## config.mk

```make
export PLATFORM = sky130hd
export DESIGN_NAME = mv_select
export DESIGN_NICKNAME = d
export VERILOG_FILES = /design/src/rtl/mv_select.sv
export SDC_FILE = /design/constraint.sdc
export NUM_CORES = 1
export LEC_CHECK = 0
export ABC_AREA = 1
export CORE_MARGIN = 5
export CORE_UTILIZATION = 55
export CTS_BUF_LIST = sky130_fd_sc_hd__clkbuf_8
export DETAILED_ROUTE_END_ITERATION = 10
export PLACE_DENSITY = 0.81
export REMOVE_ABC_BUFFERS = 1
export SYNTH_ARGS = -nofsm -noshare
export SYNTH_HDL_FRONTEND = slang
export SYNTH_SLANG_ARGS = --single-unit
```

## constraint.sdc

```tcl
create_clock -name clk -period 2.1 [get_ports clk]
set_input_delay 0.42 -clock clk [delete_from_list [all_inputs] [get_ports clk]]
set_output_delay 0.42 -clock clk [all_outputs]
set_load 0.02 [all_outputs]
```

## src/rtl/mv_select.sv

```systemverilog
// mv_select: consumer end of the block-matching compare stream.
// Tracks the minimum-SAD candidate over a window of ROWS candidate words
// and presents the winning motion vector on a valid/ready handshake.
// Optional build macro MV_SELECT_SIGNED_MV_EN: emit the motion vector as a
// two's-complement offset from the window centre instead of raw indices.
module mv_select #(
    parameter int SAD_W = 12,
    parameter int IDX_W = 4,
    parameter int ROWS  = 16,
    parameter int CNT_W = 5
) (
    input  logic                       clk,
    input  logic                       rst_n,
    input  logic                       start,
    input  logic                       in_valid,
    input  logic [SAD_W+2*IDX_W-1:0]   in_word,
    output logic                       out_valid,
    input  logic                       out_ready,
    output logic [SAD_W-1:0]           out_sad,
    output logic [IDX_W-1:0]           out_mv_x,
    output logic [IDX_W-1:0]           out_mv_y,
    output logic                       busy,
    output logic                       drop_err
);

    localparam logic [1:0] S_IDLE  = 2'd0;
    localparam logic [1:0] S_ACCUM = 2'd1;
    localparam logic [1:0] S_HOLD  = 2'd2;

    localparam logic [CNT_W-1:0] LAST_ROW = CNT_W'(ROWS - 1);

    logic [1:0]        state;
    logic [CNT_W-1:0]  cnt;
    logic [SAD_W-1:0]  best_sad;
    logic [IDX_W-1:0]  best_x;
    logic [IDX_W-1:0]  best_y;

    logic [SAD_W-1:0]  cand_sad;
    logic [IDX_W-1:0]  cand_x;
    logic [IDX_W-1:0]  cand_y;
    logic              take;
    logic              last;
    logic [SAD_W-1:0]  nxt_sad;
    logic [IDX_W-1:0]  nxt_x;
    logic [IDX_W-1:0]  nxt_y;

`ifdef MV_SELECT_SIGNED_MV_EN
    // Offset from the window centre: index - 2^(IDX_W-1) is an MSB flip.
    function automatic logic [IDX_W-1:0] mv_map(input logic [IDX_W-1:0] idx);
        mv_map = {~idx[IDX_W-1], idx[IDX_W-2:0]};
    endfunction
`else
    // Raw unsigned index passes straight through.
    function automatic logic [IDX_W-1:0] mv_map(input logic [IDX_W-1:0] idx);
        mv_map = idx;
    endfunction
`endif

    assign cand_sad = in_word[SAD_W+2*IDX_W-1:2*IDX_W];
    assign cand_x   = in_word[2*IDX_W-1:IDX_W];
    assign cand_y   = in_word[IDX_W-1:0];
    assign busy     = (state != S_IDLE);

    // Candidate selection: first word of a window always loads; later words
    // win only on a strictly smaller SAD, so ties keep the earlier row.
    always_comb begin
        take    = 1'b0;
        last    = 1'b0;
        nxt_sad = best_sad;
        nxt_x   = best_x;
        nxt_y   = best_y;
        take    = (cnt == '0) || (cand_sad < best_sad);
        last    = (cnt == LAST_ROW);
        if (take) begin
            nxt_sad = cand_sad;
            nxt_x   = cand_x;
            nxt_y   = cand_y;
        end
    end

    // Window FSM, running minimum, result register and drop flag.
    always_ff @(posedge clk or negedge rst_n) begin
        if (!rst_n) begin
            state     <= S_IDLE;
            cnt       <= '0;
            best_sad  <= '1;
            best_x    <= '0;
            best_y    <= '0;
            out_valid <= 1'b0;
            out_sad   <= '1;
            out_mv_x  <= '0;
            out_mv_y  <= '0;
            drop_err  <= 1'b0;
        end else begin
            case (state)
                S_IDLE: begin
                    if (start) begin
                        state    <= S_ACCUM;
                        cnt      <= '0;
                        drop_err <= in_valid;
                    end else if (in_valid) begin
                        drop_err <= 1'b1;
                    end
                end
                S_ACCUM: begin
                    if (in_valid) begin
                        best_sad <= nxt_sad;
                        best_x   <= nxt_x;
                        best_y   <= nxt_y;
                        if (last) begin
                            state     <= S_HOLD;
                            cnt       <= '0;
                            out_valid <= 1'b1;
                            out_sad   <= nxt_sad;
                            out_mv_x  <= mv_map(nxt_x);
                            out_mv_y  <= mv_map(nxt_y);
                        end else begin
                            cnt <= cnt + CNT_W'(1);
                        end
                    end
                end
                S_HOLD: begin
                    if (in_valid) begin
                        drop_err <= 1'b1;
                    end
                    if (out_ready) begin
                        out_valid <= 1'b0;
                        state     <= S_IDLE;
                    end
                end
                default: begin
                    state <= S_IDLE;
                end
            endcase
        end
    end

endmodule

```

-- Word-level counts from Yosys, hierarchy flattened
Index checks and enable logic that the tools add are counted.
- $add $sub $neg: 1
- magnitude comparators: 1
- eq/ne operators: 7
- multiplexer cells: 19
- reductions and logical operators: 12
- operators by type and width (kind ; count):
    2-to-1 mux 5 bit ; 3
    < comparator 12 bit ; 1
    2-to-1 mux 12 bit ; 1
    one-hot mux 5 bit (2 select lines) ; 1
    2-to-1 mux 2 bit ; 4
    2-to-1 mux 4 bit ; 2
    inequality test 2 bit, second input constant ; 4
    AND reduction 4 bit ; 2
    nonzero test 2 bit ; 4
    one-hot mux 2 bit (3 select lines) ; 1
    AND reduction 3 bit ; 2
    adder 5 x 1 -> 5 bit, second input constant ; 1
    == test 5 x 4 -> 1 bit, second input constant ; 1
    logical NOT 5 bit ; 1
    2-to-1 mux 1 bit ; 5
    one-hot mux 1 bit (2 select lines) ; 2
    == test 2 x 1 -> 1 bit, second input constant ; 1
    == test 2 bit, second input constant ; 1
    logical NOT 2 bit ; 1
    AND reduction 2 bit ; 1
    logical OR 1 bit ; 1
- flip-flop bits (word level): 49
- output and inout port bits: 23

-- Depth between registers and ports, before layout
- depth in word-level cells: 4
- gate-level depth with buffers: 13
- mapped depth without buffers: 12

-- Least setup slack after synthesis
No wires, ideal clock.
- path kind: reg2reg
- from: reg best_sad[11]
- to: reg best_x[0]
- arrival: 1636 ps
- data required time: 1982 ps
- path slack: 347 ps
- stages on the path, launching flop included: 13
- period minus slack after synthesis: 1753 ps
- path through: dfstp_2 -> inv_1 -> ha_1 -> nand2_1 -> nor2_2 -> nand2_1 -> nor2_1 -> nand2_1 -> nand2_2 -> buf_4 -> nand3_1 -> nand3_1 -> nand2_1
- cells in the longest elaborated chain, start to end: 3
- RTL lines (item ; line ; text):
    from (decl) ; 34 ; logic [SAD_W-1:0] best_sad;
    from (signal assigned) ; 107 ; best_sad <= nxt_sad;
    < comparator 12 bit ; 72 ; take = (cnt == '0) || (cand_sad < best_sad);
    logical OR 1 bit ; 72 ;
    2-to-1 mux 4 bit ; 74 ; if (take) begin
    to (signal assigned) ; 108 ; best_x <= nxt_x;
    to (decl) ; 35 ; logic [IDX_W-1:0] best_x;
Every way passes these cells.
A chain may end at the register's enable or synchronous reset.

-- Worst setup path after layout
- from: in in_word[16]
- to: reg best_x[0]
- cells in the longest elaborated chain, start to end: 3
- RTL lines (item ; line ; text):
    from (decl) ; 16 ; input logic [SAD_W+2*IDX_W-1:0] in_word,
    < comparator 12 bit ; 72 ;
    logical OR 1 bit ; 72 ;
    2-to-1 mux 4 bit ; 74 ;
Every way passes these cells.

==> impl_metrics.csv <==
group,metric,value,unit
critical_path,critical_path.endpoint,"best_x[0]$_DFFE_PN0P_",
place,io_buffers,47,
yosys,synth_top_family_by_area,"simple AND/OR/NAND/NOR gates",
cells_and_area,layout_common_cells,"nand2_1 (104), nand3_1 (60), inv_1 (54), clkdlybuf4s50_1 (45), dfrtp_1 (25)",
die,core,4790,um2
die,start_util,57.4,%
detailed_routing,drt_first_pass_iters,5,
clock_network,post_cts_resized,0,
sta,fin_ws,0.0364,ns
global_routing,grt_max_degree,29,
critical_path,cp_common_cell,"nand2_2",
critical_path,path_cells,"clkdlybuf4s50_1 -> ha_1 -> nand2_1 -> nor2_4 -> nand2_2 -> nor2_1 -> nor2_2 -> nand2_2 -> nand2_4 -> clkbuf_16 -> nand2_2 -> nand3_1 -> nand2_1",
critical_path,cp_max_fo,5,
sta,fmax,485,MHz
yosys,synth-compound-area-share,2.64,%
cells_and_area,syn_to_final_growth,29.4,%
detailed_routing,vias,2465,
cells_and_area,drive_gt1_share,21.5,%
die,die_height,80.7,um
yosys,synth_adder_area_share,5.92,%
place,gp_congestion,0.808,
critical_path,worstPathRequired,2.36,ns
critical_path,worstPathArrival,2.32,ns
yosys,mappedNetlistArea,2750,um2
critical_path,reg2reg_slack,0.05,ns
clock_network,post_cts_buffers,0,
outcome,status,"completed",
place,dpl_worst_slack,-0.125,ns
die,io-pin-count,48,
sta,finalSetupViolCount,0,
critical_path,worst-r2r-cell-count,13,
critical_path,crit_type,"input port to flop",
cells_and_area,fin_nets,450,
critical_path,slowest_stage,"clkdlybuf4s50_1",
sta,skew,0.0101,ns
clock_network,htreeDepth,2,
power_and_ir_drop,leakage,1.84,nW
cells_and_area,postLayoutCoreUtil,74.3,%
power_and_ir_drop,p_per_area,1170,nW/um2
yosys,synth_xor_area_share,0,%
clock_network,cts-hold-fix-buffers,0,
clock_network,cts.clk_slew.worst_paths,0.09,ns
yosys,synth_cells,358,
critical_path,reg2reg_from,"best_sad[8]$_DFFE_PN1P_",
detailed_routing,via_per_inst,5.14,
sta,finalMaxSlewViolations,0,
sta,max_slew_margin,64.5,%
detailed_routing,wl_per_cell,13.9,um
power_and_ir_drop,power,0.00416,W
clock_network,cts_tree,"done",
yosys,synth.area.mux_share,0,%
clock_network,clkSinkCount,49,
die,rows,25,
place,placedInstanceArea,3330,um2
critical_path,crit_start,"in_word[16]",
cells_and_area,diodes,0,
detailed_routing,antenna_left,0,
die,die_w,80.7,um
critical_path,max_stage_delay,0.45,ns
critical_path,crit_path_end_kind,"flop",
critical_path,start_kind,"input port",
die,dieArea,6510,um2
global_routing,grt.total_usage,21.6,%
sta,min_period,2.06,ns
min_path,hp-class,"input port to asynchronous set/reset pin",
place,dp_hpwl,4430,um
clock_network,clk_path_buf_depth,2,
cells_and_area,layout_commonest_cell,"nand2_1",
global_routing,antenna_found_initial,0,
clock_network,clockRootBuffer,"clkbuf_8",
sta,min_period_over_period,98.3,%
detailed_routing,drc,0,
yosys,synth-seq-cells,49,
cells_and_area,final_cell_area,3550,um2
clock_network,clkLatencyLatePin,0.31,ns
detailed_routing,drt_iter0_markers,142,
yosys,synth_cell_type_count,19,
clock_network,numCtsBuffers,5,
sta,worst_slew_pin_slew,0.532,ns
global_routing,grt_pass1_wl,10900,um
critical_path,rr_endpoint,"best_x[0]$_DFFE_PN0P_",
power_and_ir_drop,peakVddDrop,0.642,mV
yosys,avgSynthCellArea,7.67,um2
global_routing,grt_pass1_vias,2488,
global_routing,gr-total-overflow,0,
yosys,synth_simple_gate_area_share,34.4,%
yosys,synth-seq-area-share,45.7,%
job,cap_violations,0,
detailed_routing,wl,6660,um
sta,hold_viol,0,
yosys,synth_warnings,0,
-- worst min-delay path by stage --
stage                            end  cells after the start
2_1_floorplan  best_x[0]$_DFFE_PN0P_                      0
3_3_place_gp   best_y[2]$_DFFE_PN0P_                      1
3_5_place_dp   best_y[2]$_DFFE_PN0P_                      1
6_report       best_y[2]$_DFFE_PN0P_                      1
4_1_cts        best_y[2]$_DFFE_PN0P_                      1
5_1_grt        best_y[3]$_DFFE_PN0P_                      1
-- cells in the mapped netlist (all sizes together) --
master  count  area share [%]
nand4       3            0.68
a21oi       7             1.3
dfstp      24              23
ha         13             5.9
inv        60             8.2
nand3      63              11
o31ai       1            0.27
dfrtp      25              23
buf         8             2.3
nor2       12             2.3
clkbuf      6            0.82
o21ai       6             1.1
nand2     130              20
-- state kept, by name (all words and copies together), names as in the netlist --
name and cells:
out_valid 1, drop_err 1, state 2, out_mv_y 4
best_x 4, cnt 5, best_sad 12, out_mv_x 4
out_sad 12, best_y 4
-- layer usage --
layer,wire length (um),global-route usage [%]
met4,172,10.3
met2,3200,36.6
met3,478,4.48
met5,0,0
met1,2810,26.0
-- power breakdown --
group	internal, W	switching [W]
clock network	0.000233	0.000329
logic	0.000897	0.00130
registers	0.00126	0.000144
-- worst max-delay path: cells and delay by family --
kind	cells	cell delay (ns)
simple gates	10	0.97
buf+inv	2	0.64
fa+ha+maj	1	0.30
-- stage by stage --
step	setup TNS [ns]	instances	hold slack (ns)
after floorplan	-0.696	344	0.124
after CTS	0	477	0.0896
final	0	480	0.0790
after global routing	-0.975	480	0.0956
after detailed placement	-4.07	469	0.435
after global placement	-2.62	469	0.426
-- cell families (layout without fill, tap and decap cells) --
group | count (synthesis) | in the layout
buf+inv | 74 | 129
flops | 49 | 49
compound gates | 14 | 14
simple gates | 208 | 208
fa+ha+maj | 13 | 13
-- final cells by class --
class | instances | area [um2]
clock buffers | 5 | 68.8
clock inverters | 3 | 17.5
fillers | 361 | 1230
inverters | 60 | 225
multi-input cells | 235 | 1250
flip-flops and latches | 49 | 1260
well taps | 67 | 83.8
repair buffers | 61 | 653
Power figures use the tool's default switching activity.
